`config.mk`:
```
export PLATFORM = sky130hd
export DESIGN_NAME = maxpool2x2
export DESIGN_NICKNAME = d
export VERILOG_FILES = /design/src/rtl/bnn_pkg.sv /design/src/rtl/pool_row_buf.sv /design/src/rtl/maxpool2x2.sv
export SDC_FILE = /design/constraint.sdc
export NUM_CORES = 1
export LEC_CHECK = 0
export BUFFER_PORTS_ARGS = -buffer_cell sky130_fd_sc_hd__buf_2
export CAP_MARGIN = 0
export CORE_UTILIZATION = 63
export DETAILED_ROUTE_END_ITERATION = 10
export MAX_ROUTING_LAYER = met4
export PLACE_DENSITY_LB_ADDON = 0.1
export SETUP_SLACK_MARGIN = 0.15
export SYNTH_ARGS = -nofsm -noshare
export SYNTH_HDL_FRONTEND = slang
export SYNTH_SLANG_ARGS = --single-unit
export TNS_END_PERCENT = 10
```
`constraint.sdc`:
```
create_clock -name clk -period 6.4 [get_ports clk]
set_input_delay 0.64 -clock clk [delete_from_list [all_inputs] [get_ports clk]]
set_output_delay 0.64 -clock clk [all_outputs]
set_load 0.01 [all_outputs]
```
`src/rtl/bnn_pkg.sv`:
```
// Shared sizes, FSM encoding and the signed max helper for the binary network datapath.
package bnn_pkg;

   localparam int DW   = 32;
   localparam int W0   = 24;
   localparam int W1   = 8;
   localparam int BUFD = 12;
   localparam int P0   = W0 / 2;
   localparam int P1   = W1 / 2;
   localparam int CW   = $clog2(W0);
   localparam int AW   = $clog2(BUFD);

   typedef enum logic {
      IDLE = 1'b0,
      RUN  = 1'b1
   } pool_state_e;

   function automatic logic signed [DW-1:0] smax(input logic signed [DW-1:0] a,
                                                 input logic signed [DW-1:0] b);
      return (a >= b) ? a : b;
   endfunction

endpackage

```
`src/rtl/pool_row_buf.sv`:
```
// Half-width row buffer holding the horizontal maxima of the even input row.
module pool_row_buf
   import bnn_pkg::*;
(
   input  logic          clk,
   input  logic          rstn,
   input  logic          we,
   input  logic [AW-1:0] idx,
   input  logic [DW-1:0] wdata,
   output logic [DW-1:0] rdata
);

   logic [DW-1:0] mem [BUFD];

   always_ff @(posedge clk or negedge rstn) begin
      if (!rstn) begin
         for (int i = 0; i < BUFD; i++) mem[i] <= '0;
      end else if (we) begin
         mem[idx] <= wdata;
      end
   end

   assign rdata = mem[idx];

endmodule

```
`src/rtl/maxpool2x2.sv`:
```
// Streaming 2x2 stride-2 max-pool with sign binarization, fed by the conv stage raster output.
module maxpool2x2
   import bnn_pkg::*;
(
   input  logic          clk,
   input  logic          rstn,
   input  logic          state,
   input  logic [DW-1:0] din,
   input  logic          ivalid,
   input  logic          idone,
   output logic [DW-1:0] dout,
   output logic          dout_bin,
   output logic          ovalid,
   output logic          done,
   output logic          err
);

   localparam logic [CW-1:0] LAST0 = CW'(2 * P0 - 1);
   localparam logic [CW-1:0] LAST1 = CW'(2 * P1 - 1);

   pool_state_e             cur_st, nxt_st;
   logic                    layer_q;
   logic                    eff_layer;
   logic [CW-1:0]           col, row, last_idx;
   logic                    col_wrap, is_final, abort, buf_we;
   logic signed [DW-1:0]    pair, hmax, vmax;
   logic [DW-1:0]           buf_rd;

   // The layer select only matters on the first sample; afterwards the latched copy rules.
   assign eff_layer = (cur_st == IDLE) ? state : layer_q;
   assign last_idx  = eff_layer ? LAST1 : LAST0;
   assign col_wrap  = (col == last_idx);
   assign is_final  = col_wrap && (row == last_idx);
   assign abort     = ivalid && idone && !is_final;
   assign hmax      = smax(pair, din);
   assign vmax      = smax(buf_rd, hmax);
   assign buf_we    = ivalid && col[0] && !row[0];

   pool_row_buf u_row_buf (
      .clk   (clk),
      .rstn  (rstn),
      .we    (buf_we),
      .idx   (AW'(col >> 1)),
      .wdata (hmax),
      .rdata (buf_rd)
   );

   always_ff @(posedge clk or negedge rstn) begin
      if (!rstn) cur_st <= IDLE;
      else       cur_st <= nxt_st;
   end

   always_comb begin
      nxt_st = cur_st;
      case (cur_st)
         IDLE: if (ivalid && !abort) nxt_st = RUN;
         RUN:  if (ivalid && (is_final || abort)) nxt_st = IDLE;
         default: nxt_st = IDLE;
      endcase
   end

   // Counters and pooling datapath; a premature idone throws the frame away and rearms.
   always_ff @(posedge clk or negedge rstn) begin
      if (!rstn) begin
         layer_q  <= 1'b0;
         col      <= '0;
         row      <= '0;
         pair     <= '0;
         dout     <= '0;
         dout_bin <= 1'b0;
         ovalid   <= 1'b0;
         done     <= 1'b0;
         err      <= 1'b0;
      end else begin
         ovalid <= 1'b0;
         done   <= 1'b0;
         if (ivalid) begin
            if (cur_st == IDLE) layer_q <= state;
            if (!col[0]) pair <= din;
            if (col[0] && row[0]) begin
               dout     <= vmax;
               dout_bin <= ~vmax[DW-1];
               ovalid   <= 1'b1;
               done     <= is_final;
            end
            if (abort || (is_final && !idone)) err <= 1'b1;
            if (abort) begin
               col <= '0;
               row <= '0;
            end else if (col_wrap) begin
               col <= '0;
               row <= is_final ? '0 : row + 1'b1;
            end else begin
               col <= col + 1'b1;
            end
         end
      end
   end

endmodule

```
=== Word level (Yosys, flattened, before mapping) ===
Index checks and enable logic that the tools add are counted.

* Register bits after elaboration: 464
* Input bits: 37
* Output and inout bits: 36
* Word-level logic and storage cells: 77

* Add/sub/neg operators: 2
* $lt $le $gt $ge: 4
* Equal/unequal tests: 2
* Mux-type cells: 22
* Bitwise operators: 4
* Reduce and logical (&&, ||, !) cells: 21

{| class="wikitable"
|+ Operator list
! operator !! count
|-
| bitwise mux 384 bit || 1
|-
| two-way mux 32 bit || 5
|-
| binary-select mux 32 bit (select 4 bit) || 1
|-
| demux 32 bit (select 4 bit) || 1
|-
| greater-or-equal comparator 32 bit || 2
|-
| two-way mux 5 bit || 6
|-
| adder 5 x 1 -> 5 bit (second input constant) || 2
|-
| equality test 5 bit || 2
|-
| logical AND 1 bit || 10
|-
| AND reduction 2 bit || 4
|-
| two-way mux 1 bit || 7
|-
| greater-or-equal comparator 5 bit (second input constant) || 1
|-
| < comparator 5 x 1 -> 1 bit (second input constant) || 1
|-
| NOT 4 -> 5 bit || 1
|-
| logical NOT 1 bit || 4
|-
| NOT 1 bit || 3
|-
| logical OR 1 bit || 2
|-
| case mux 1 bit (2 select lines) || 1
|-
| nonzero test 2 bit || 1
|}

=== Longest topological paths before layout ===
Gate-level depths: netlist (run 1).

* Depth in word-level cells: 10
* Mapped depth: 22
* Mapped depth without buffers: 17

=== Modules after synthesis ===
Synthesis (run 1) repeated with hierarchy kept, for this count alone.

* Cells, all modules: 1,682
* Area, all modules: 22,496.6 sq um

{| class="wikitable"
|+ By module, submodules not included
! module !! instances !! cells an instance !! area an instance (sq um) !! seq. area each (sq um)
|-
| pool_row_buf || 1 || 1,087 || 17,206.5 || 9,609.2
|-
| maxpool2x2 || 1 || 595 || 5,290.1 || 2,001.9
|}

=== Worst setup path after synthesis (run 1) ===
No wires, ideal clock.

* Path type: input to register
* Start point: input din[14]
* End point: register dout[10]
* Setup time: 0.146 ns
* Data arrival time: 4.801 ns
* Required time: 6.254 ns
* Path slack: 1.453 ns
* Cell stages on the path: 21
* Buffers on the path: 5
* Path through: inv_1 > ha_1 > nand4_1 > or4_1 > a221oi_2 > o311ai_1 > and3b_1 > buf_6 > buf_12 > mux2i_4 > buf_8 > ha_1 > a21oi_1 > nand2_1 > a221o_1 > a211o_1 > a32oi_1 > and3_1 > clkbuf_1 > clkbuf_1 > o221ai_1

* Cells in the longest elaborated chain, start to end: 4

{| class="wikitable"
|+ RTL lines
! what !! line !! source
|-
| from (decl) || maxpool2x2.sv:8 || <nowiki>input logic [DW-1:0] din,</nowiki>
|-
| greater-or-equal comparator 32 bit || bnn_pkg.sv:20 || <nowiki>return (a >= b) ? a : b;</nowiki>
|-
| two-way mux 32 bit * || bnn_pkg.sv:20 ||
|-
| greater-or-equal comparator 32 bit || bnn_pkg.sv:20 ||
|-
| two-way mux 32 bit * || bnn_pkg.sv:20 ||
|-
| to (signal assigned) || maxpool2x2.sv:81 || <nowiki>dout <= vmax;</nowiki>
|-
| to (decl) || maxpool2x2.sv:11 || <nowiki>output logic [DW-1:0] dout,</nowiki>
|}

Mark *: on every way between the ends. The rest lies on a longest branch, timed or not.
A chain may end at the register's enable or synchronous reset.

=== Worst setup path in the final report (run 1) ===
* Start point: register pair[14]
* End point: register dout[2]

* Cells in the longest elaborated chain, start to end: 4

{| class="wikitable"
|+ RTL lines
! what !! line !! source
|-
| from (decl) || maxpool2x2.sv:26 || <nowiki>logic signed [DW-1:0] pair, hmax, vmax;</nowiki>
|-
| from (signal assigned) || maxpool2x2.sv:79 || <nowiki>if (!col[0]) pair <= din;</nowiki>
|-
| greater-or-equal comparator 32 bit || bnn_pkg.sv:20 ||
|-
| two-way mux 32 bit * || bnn_pkg.sv:20 ||
|-
| greater-or-equal comparator 32 bit || bnn_pkg.sv:20 ||
|-
| two-way mux 32 bit * || bnn_pkg.sv:20 ||
|}

Marked as above.

==> results.env, run 1 <==
RUN_STATUS='complete, no violations'
NUMBER_OF_MAX_SLEW_VIOLATIONS_IN_THE_FINAL_REPORT=0
CTS_TREE='yes'
SYNTH.AVG_CELL_AREA_UM2=11.3
VIA_COUNT_OF_THE_FIRST_GLOBAL_ROUTING_PASS=16300
POST_SYNTH_AND_OR_NAND_NOR_AREA_FRACTION=0.0993
SETUP_VIOLATIONS=0
SHARE_OF_THE_SYNTHESIZED_AREA_IN_COMPOUND_GATES_AO_OA_AOI_OAI=0.170
CP_DATA_ARRIVAL_TIME_NS=6.18
SYNTH-ASYNC-RESET-RATIO=1.00
STATIC-LEAKAGE-POWER_nW=10.9
GRT_MAX_DEGREE=146
NUMBER_OF_MAX_CAP_VIOLATIONS=0
HOLD_CLASS='in -> async'
CTSRESIZECOUNT=0
FLOORPLAN.ROWS=70
AREA_GROWTH_SYN_TO_LAYOUT_PCT=8.76
SYNTH_FLOP_CELL='dfrtp_1'
SYNTH-EDFF-COUNT=0
DETAIL_ROUTE.FIRST_PASS.ITERATIONS=6
CTS-BUFFERS-INSERTED=48
DETAILEDPLACEMENTHPWL_MM=35.2
POST_ROUTE_CELLS_DRIVE_ABOVE_1_SHARE=0.296
ANTENNA_FOUND_INITIAL=0
CORE_AREA_MM2=0.0365
TIMING.CRITICAL_PATH.TO_TYPE='flop'
YOSYSWARNINGCOUNT=0
FINALCRITICALPERIOD_NS=5.70
BOUNDARYPINS=73
TRACK_USAGE=0.322
POWERDENSITY_mW_PER_MM2=360
NUM_VIAS=15700
GRT_FIRST_PASS_WIRELENGTH_MM=90.7
NUMCLOCKSINKS=464
FP.DIEAREA_MM2=0.0379
POSTROUTEANTENNANETS=0
CLOCK.FMAX_MHz=175
REMAINING_DRC_ERRORS=0
DETAILEDROUTE.FIRSTITERATIONVIOLATIONS=1090
STARTPOINT_TYPE='flop'
FINALCLOCKSKEW_NS=0.0257
SYNTH_FA_HA_AREA_FRAC=0.0353
IO_BUFFER_COUNT=72
ROUTED_VIA_DENSITY=6.06
VERTICAL_DIE_DIMENSION_UM=195
VDD_DROP_MAX_V=0.000249
CP.REQUIRED_NS=6.88
SYNTHESIS.INSTANCES=2075
SYNTH-XOR-AREA-SHARE=0.00225
SYNTH.DISTINCT_CELLS=55
SLEW-LIMIT-HEADROOM=0.191
WORST_SLEW_PIN_SLEW_NS=1.21
ROUTED_WIRE_LENGTH_PER_INSTANCE_UM=21.8
NUM_ANTENNA_CELLS=0
CTS_ROOT_BUF='clkbuf_16'
GP_CONGESTION=0.874
REPORT.FINAL.HOLD_VIOL_COUNT=0
INITIAL_STANDARD_CELL_UTILIZATION_OF_THE_CORE=0.640
CTS_HTREE_LEVELS=2
YS_FF_LATCH=464
TNS_NS=0
CLK_PIN_SLEW_NS=0.06
SYNTH-SEQ-AREA-SHARE=0.497
WORST_SKEW_PAIR.LATE_LATENCY_NS=0.59
DRT_WIRELENGTH_MM=56.6
CTS.HOLD.BUFFERS_ADDED=0
RSZ0062_AT_GRT='false'
SYNTH.NET_COUNT=2178
DIE_W_UM=195
SYNTHMUXAREASHARE=0.138
MAPPEDNETLISTAREA_MM2=0.0234
POST_ROUTE_FRACTION_OF_THE_PERIOD_CONSUMED_BY_THE_CRITICAL_PATH=0.891
FINAL_NETS=2191
PATH_CLASS='reg -> reg'
POST_CTS_BUFFERS=0
CTSLONGESTPATHBUFFERS=3
DOMINANT_COMBINATIONAL_CELL_FAMILY_BY_AREA_AFTER_SYNTHESIS='compound AO/OA/AOI/OAI gates'
PATH_MAX_FANOUT=23
GRT.OVERFLOW.TOTAL=0
FILL_COUNT=2686
FIN_TOTAL_PWR_mW=9.15
## routing by layer
metal | vias up | global-route usage | part of all wire
met1 | 7878 | 0.418 | 0.42
met2 | 439 | 0.516 | 0.49
met3 | 128 | 0.0470 | 0.053
met5 | - | - | 0
li1 | 7265 | - | -
met4 | 0 | 0.127 | 0.036
## placed cells by master, fill, tap and decap left out, types with 46 or more instances in the layout
cell / count
dfrtp_1: 461
nor2_1: 304
a21oi_2: 270
nand2_1: 221
o21ai_0: 143
mux4_2: 96
inv_1: 72
buf_2: 71
ha_1: 66
buf_4: 55
clkbuf_16: 48
a21oi_1: 46
## critical path, cell delays in order (launching register included)
cell and delay (ns):
dfrtp_1 0.43, ha_1 0.34, a21oi_1 0.20, nand2_1 0.09, a21o_1 0.19, o311ai_1 0.34
and3b_4 0.82, buf_4 0.33, mux2i_4 0.24, buf_4 0.26, ha_1 0.19, nand2_1 0.07
nor4_1 0.46, a221oi_1 0.18, o211ai_1 0.14, or2_2 0.15, nand4_1 0.56, buf_12 0.41
o221ai_1 0.19
## kinds of logic (layout without fill, tap and decap cells)
group,Yosys count,after routing
xor+xnor,6,6
flops,464,464
compound gates,545,545
mux,165,165
simple gates,583,583
fa+ha+maj,66,66
buf+inv,246,296
## cell usage after synthesis (2+ instances only)
| cell type | count | area, µm² |
|---|---|---|
| buf_4 | 3 | 22.5 |
| o21ai_0 | 143 | 716 |
| nand3_1 | 7 | 35.0 |
| a21oi_2 | 270 | 2360 |
| nor4_1 | 3 | 18.8 |
| nand2_1 | 221 | 830 |
| mux2i_4 | 30 | 676 |
| o21a_1 | 3 | 22.5 |
| or4_1 | 2 | 15.0 |
| mux2_2 | 2 | 22.5 |
| clkbuf_1 | 110 | 413 |
| nor3_1 | 3 | 15.0 |
| mux2i_1 | 36 | 360 |
| buf_8 | 30 | 450 |
| a21o_1 | 4 | 30.0 |
| buf_2 | 12 | 60.1 |
| nand3b_1 | 2 | 15.0 |
| xor2_1 | 5 | 43.8 |
| nor2_1 | 313 | 1170 |
| and4_1 | 2 | 17.5 |
| o221ai_1 | 34 | 298 |
| nand4_1 | 14 | 87.6 |
| dfrtp_1 | 464 | 11600 |
| buf_12 | 3 | 60.1 |
| inv_1 | 72 | 270 |
| inv_2 | 3 | 11.3 |
| a21oi_1 | 46 | 230 |
| ha_1 | 66 | 826 |
| or3_1 | 3 | 18.8 |
| nor2b_1 | 2 | 12.5 |
| nand2b_1 | 5 | 31.3 |
| o22ai_1 | 34 | 213 |
| buf_1 | 11 | 41.3 |
| mux4_2 | 96 | 2160 |
## where the power goes
| part | switching (mW) | internal, mW | leakage, nW | total [mW] |
|---|---|---|---|---|
| logic | 1.56 | 1.10 | 3.90 | 2.66 |
| clock network | 1.17 | 1.56 | 0.759 | 2.72 |
| registers | 0.348 | 3.41 | 6.21 | 3.76 |
| total | 3.07 | 6.07 | 10.9 | 9.15 |
## stage by stage
stage | hold WS, ns | instances | cell area [µm²] | util | setup slack, ns
after floorplan | 0.344 | 2075 | 23400 | - | 1.45
after global placement | 0.437 | 2506 | 23900 | 0.654 | 0.527
after detailed placement | 0.442 | 2506 | 23900 | 0.654 | 0.374
after CTS | 0.207 | 2593 | 25400 | 0.696 | 0.725
after global routing | 0.247 | 2593 | 25400 | 0.696 | 0.374
final | 0.162 | 2593 | 25400 | 0.696 | 0.699
## path summary, 6_finish.rpt
kind	startpoint	endpoint	slack, ns	cells past startpoint
min in group clk	din[6]	pair[6]	0.38	3
worst max-delay path	pair[14]	dout[2]	0.70	18
worst max register to register	pair[14]	dout[2]	0.70	18
worst min register to register	err	err	0.46	1
worst min-delay path	rstn	pair[11]	0.16	1
max in group asynchronous	rstn	col[2]	4.79	2
## registers in the layout, indices dropped and copies added (netlist names), 5 cells and up
register and count:
row 5, u_row_buf.mem 384, pair 32, dout 32, col 5
## final cells by class
| type | count | area [µm²] | share of cell area |
|---|---|---|---|
| flip-flops and latches | 464 | 11600 | 0.457 |
| multi-input cells | 1365 | 10500 | 0.413 |
| clock buffers | 69 | 1360 | 0.0535 |
| repair buffers | 133 | 903 | 0.0356 |
| well taps | 468 | 586 | 0.0230 |
| inverters | 76 | 285 | 0.0112 |
| clock inverters | 18 | 159 | 0.00625 |
Note: power is estimated with default switching activity, not from simulation.
==> inputs of run 2 (changes only) <==
--- a/config.mk
+++ b/config.mk
@@ -6,8 +6,8 @@
 export NUM_CORES = 1
 export LEC_CHECK = 0
 export BUFFER_PORTS_ARGS = -buffer_cell sky130_fd_sc_hd__buf_2
-export CAP_MARGIN = 0
-export CORE_UTILIZATION = 63
+export CAP_MARGIN = 20
+export CORE_UTILIZATION = 68
 export DETAILED_ROUTE_END_ITERATION = 10
 export MAX_ROUTING_LAYER = met4
 export PLACE_DENSITY_LB_ADDON = 0.1
==> constraint.sdc (replaced) <==
create_clock -name clk -period 7.15 [get_ports clk]
set_input_delay 0.3575 -clock clk [delete_from_list [all_inputs] [get_ports clk]]
set_output_delay 0.3575 -clock clk [all_outputs]
set_load 0.01 [all_outputs]
==> run 2 against run 1 <==
  * Sequential share of layout area increased by 0.25 points
  * Non-clock buffer count is 30 lower
  * Die area down 7.3%
==> results.env, run 2 (same netlist as run 1, synthesis figures left out) <==
RUN_STATUS='complete, no violations'
REMAINING_DRC_ERRORS=0
POWERDENSITY_mW_PER_MM2=328
GRT.MET1_USAGE=0.453
WORST_SKEW_PAIR.LATE_LATENCY_NS=0.56
GRT_FIRST_PASS_WIRELENGTH_MM=91.7
GROUTE.LAYER.MET2.USAGE=0.560
POST_ROUTE_FRACTION_OF_THE_PERIOD_CONSUMED_BY_THE_CRITICAL_PATH=0.929
FINAL_CELLS=2545
ANTENNA_FOUND_INITIAL=0
VERTICAL_DIE_DIMENSION_UM=187
STATIC-LEAKAGE-POWER_nW=10.8
CTS_HTREE_LEVELS=2
TRACK_USAGE=0.349
HOLD_CLASS='in -> reg'
COMMONEST_CELLS_AFTER_ROUTING_FILL_AND_TAPS_ASIDE='dfrtp_1, nor2_1, a21oi_2'
SLEW-LIMIT-HEADROOM=0.218
SETUP_VIOLATIONS=0
FINALCRITICALPERIOD_NS=6.64
CTS_ROOT_BUF='clkbuf_16'
NUM_VIAS=16200
PATH_CLASS='reg -> reg'
LARGEST_REGISTER_FF_COUNT=384
POST-PLACE-CELLS=2454
CTS_TREE='yes'
CLK_PIN_SLEW_NS=0.06
FP.DIEAREA_MM2=0.0351
TIMING.CRITICAL_PATH.TO_TYPE='flop'
BOUNDARYPINS=73
GRT_MAX_DEGREE=176
ROUTED_WIRE_LENGTH_PER_INSTANCE_UM=22.4
AREA_GROWTH_SYN_TO_LAYOUT_PCT=8.18
IO_BUFFER_COUNT=72
CORE_AREA_MM2=0.0337
FIN_TOTAL_PWR_mW=8.28
POST_ROUTE_CELLS_DRIVE_ABOVE_1_SHARE=0.288
GP_CONGESTION=0.887
CTSRESIZECOUNT=0
POST_CTS_BUFFERS=0
CP_DATA_ARRIVAL_TIME_NS=7.10
REPORT.FINAL.HOLD_VIOL_COUNT=0
NUM_ANTENNA_CELLS=0
VDD_DROP_MAX_V=0.000233
FINALCLOCKSKEW_NS=0.0146
STARTPOINT_TYPE='flop'
WORST_SLEW_PIN_SLEW_NS=1.17
DRT_WIRELENGTH_MM=57.0
PATH_MAX_FANOUT=23
VIA_COUNT_OF_THE_FIRST_GLOBAL_ROUTING_PASS=16700
R2R_CELLS=17
NUMBER_OF_MAX_SLEW_VIOLATIONS_IN_THE_FINAL_REPORT=0
DETAILEDPLACEMENTHPWL_MM=33.4
POSTROUTEANTENNANETS=0
ROUTED_VIA_DENSITY=6.36
RSZ0062_AT_GRT='false'
CLOCK.FMAX_MHz=151
LAYOUT.CELLS.MOST_COMMON='dfrtp_1'
FINAL_NETS=2162
LAYOUT_TOP_REGISTERS='u_row_buf.mem (384), dout (32), pair (32)'
FLOORPLAN.ROWS=67
MOST_USED_ROUTING_LAYER='met2'
TOP_REGISTER='u_row_buf.mem'
DETAILEDROUTE.FIRSTITERATIONVIOLATIONS=1207
DETAIL_ROUTE.FIRST_PASS.ITERATIONS=6
NUMCLOCKSINKS=464
NUMBER_OF_MAX_CAP_VIOLATIONS=0
GRT.OVERFLOW.TOTAL=0
GRT.MET3_USAGE=0.0520
DIE_W_UM=187
POSTLAYOUTCOREUTIL=0.750
CTS-BUFFERS-INSERTED=49
MIN_DELAY_PATH_DEPTH=3
CTSLONGESTPATHBUFFERS=3
CP.REQUIRED_NS=7.61
TNS_NS=0
INITIAL_STANDARD_CELL_UTILIZATION_OF_THE_CORE=0.693
[run 2: changes by cell type in the layout (fill, tap and decap cells not counted), sizes merged]
cell	change
clkbuf	+1
clkinv	-2
dlygate4sd3	+1
buf	-31
bufinv	+3
[run 2: final cells by class]
type,instances,area (µm²)
timing repair buffer,103,676
fill,2260,8430
sequential,464,11600
clock inverter,19,231
inverter,76,285
multi-input combinational,1365,10500
clock buffer,70,1410
tap,448,561
[run 2: metal layers]
layer | routed length, µm | vias to the layer above
met5 | 0 | -
met4 | 2180 | 0
met3 | 3320 | 157
met2 | 28400 | 545
met1 | 23100 | 8277
li1 | - | 7214
[run 2: metrics by stage]
| stage | setup slack [ns] | cell area (µm²) | hold slack [ns] |
|---|---|---|---|
| 2_1_floorplan | 2.46 | 23400 | 0.0619 |
| 3_3_place_gp | 0.859 | 23600 | 0.442 |
| 3_5_place_dp | 0.622 | 23600 | 0.451 |
| 4_1_cts | 0.651 | 25200 | 0.0962 |
| 5_1_grt | 0.251 | 25300 | 0.113 |
| 6_report | 0.510 | 25300 | 0.108 |
[run 2: path summary, 6_finish.rpt]
kind	from	end	slack (ns)
min in group asynchronous	rstn	pair[6]	0.43
max	pair[31]	dout[4]	0.51
max reg2reg	pair[31]	dout[4]	0.51
max in group asynchronous	rstn	u_row_buf.mem[261]	5.25
min	din[31]	pair[31]	0.11
min reg2reg	err	err	0.46
[run 2: repair_timing]
action / 4_1_cts / 5_1_grt
hold endpoints to repair: 103 / 0
endpoints found under the setup margin: 0 / 0
hold buffers: 1 / 0
[run 2: report_power, final]
group,internal (mW),switching (mW)
logic,0.946,1.37
clock network,1.55,1.04
registers,3.06,0.330
[run 2: worst max-delay path, stage by stage, from the launching register on]
cell	delay, ns
dfrtp_1	0.41
ha_1	0.35
nand4_1	0.16
nor4_1	0.60
a22o_1	0.23
nor3_1	0.05
and3b_4	0.86
buf_4	0.54
mux2i_4	0.68
ha_1	0.27
nand4_1	0.12
nor4_1	0.49
a221oi_1	0.18
o211ai_1	0.15
or2_2	0.16
nand4_1	0.52
buf_4	0.48
o221ai_1	0.23
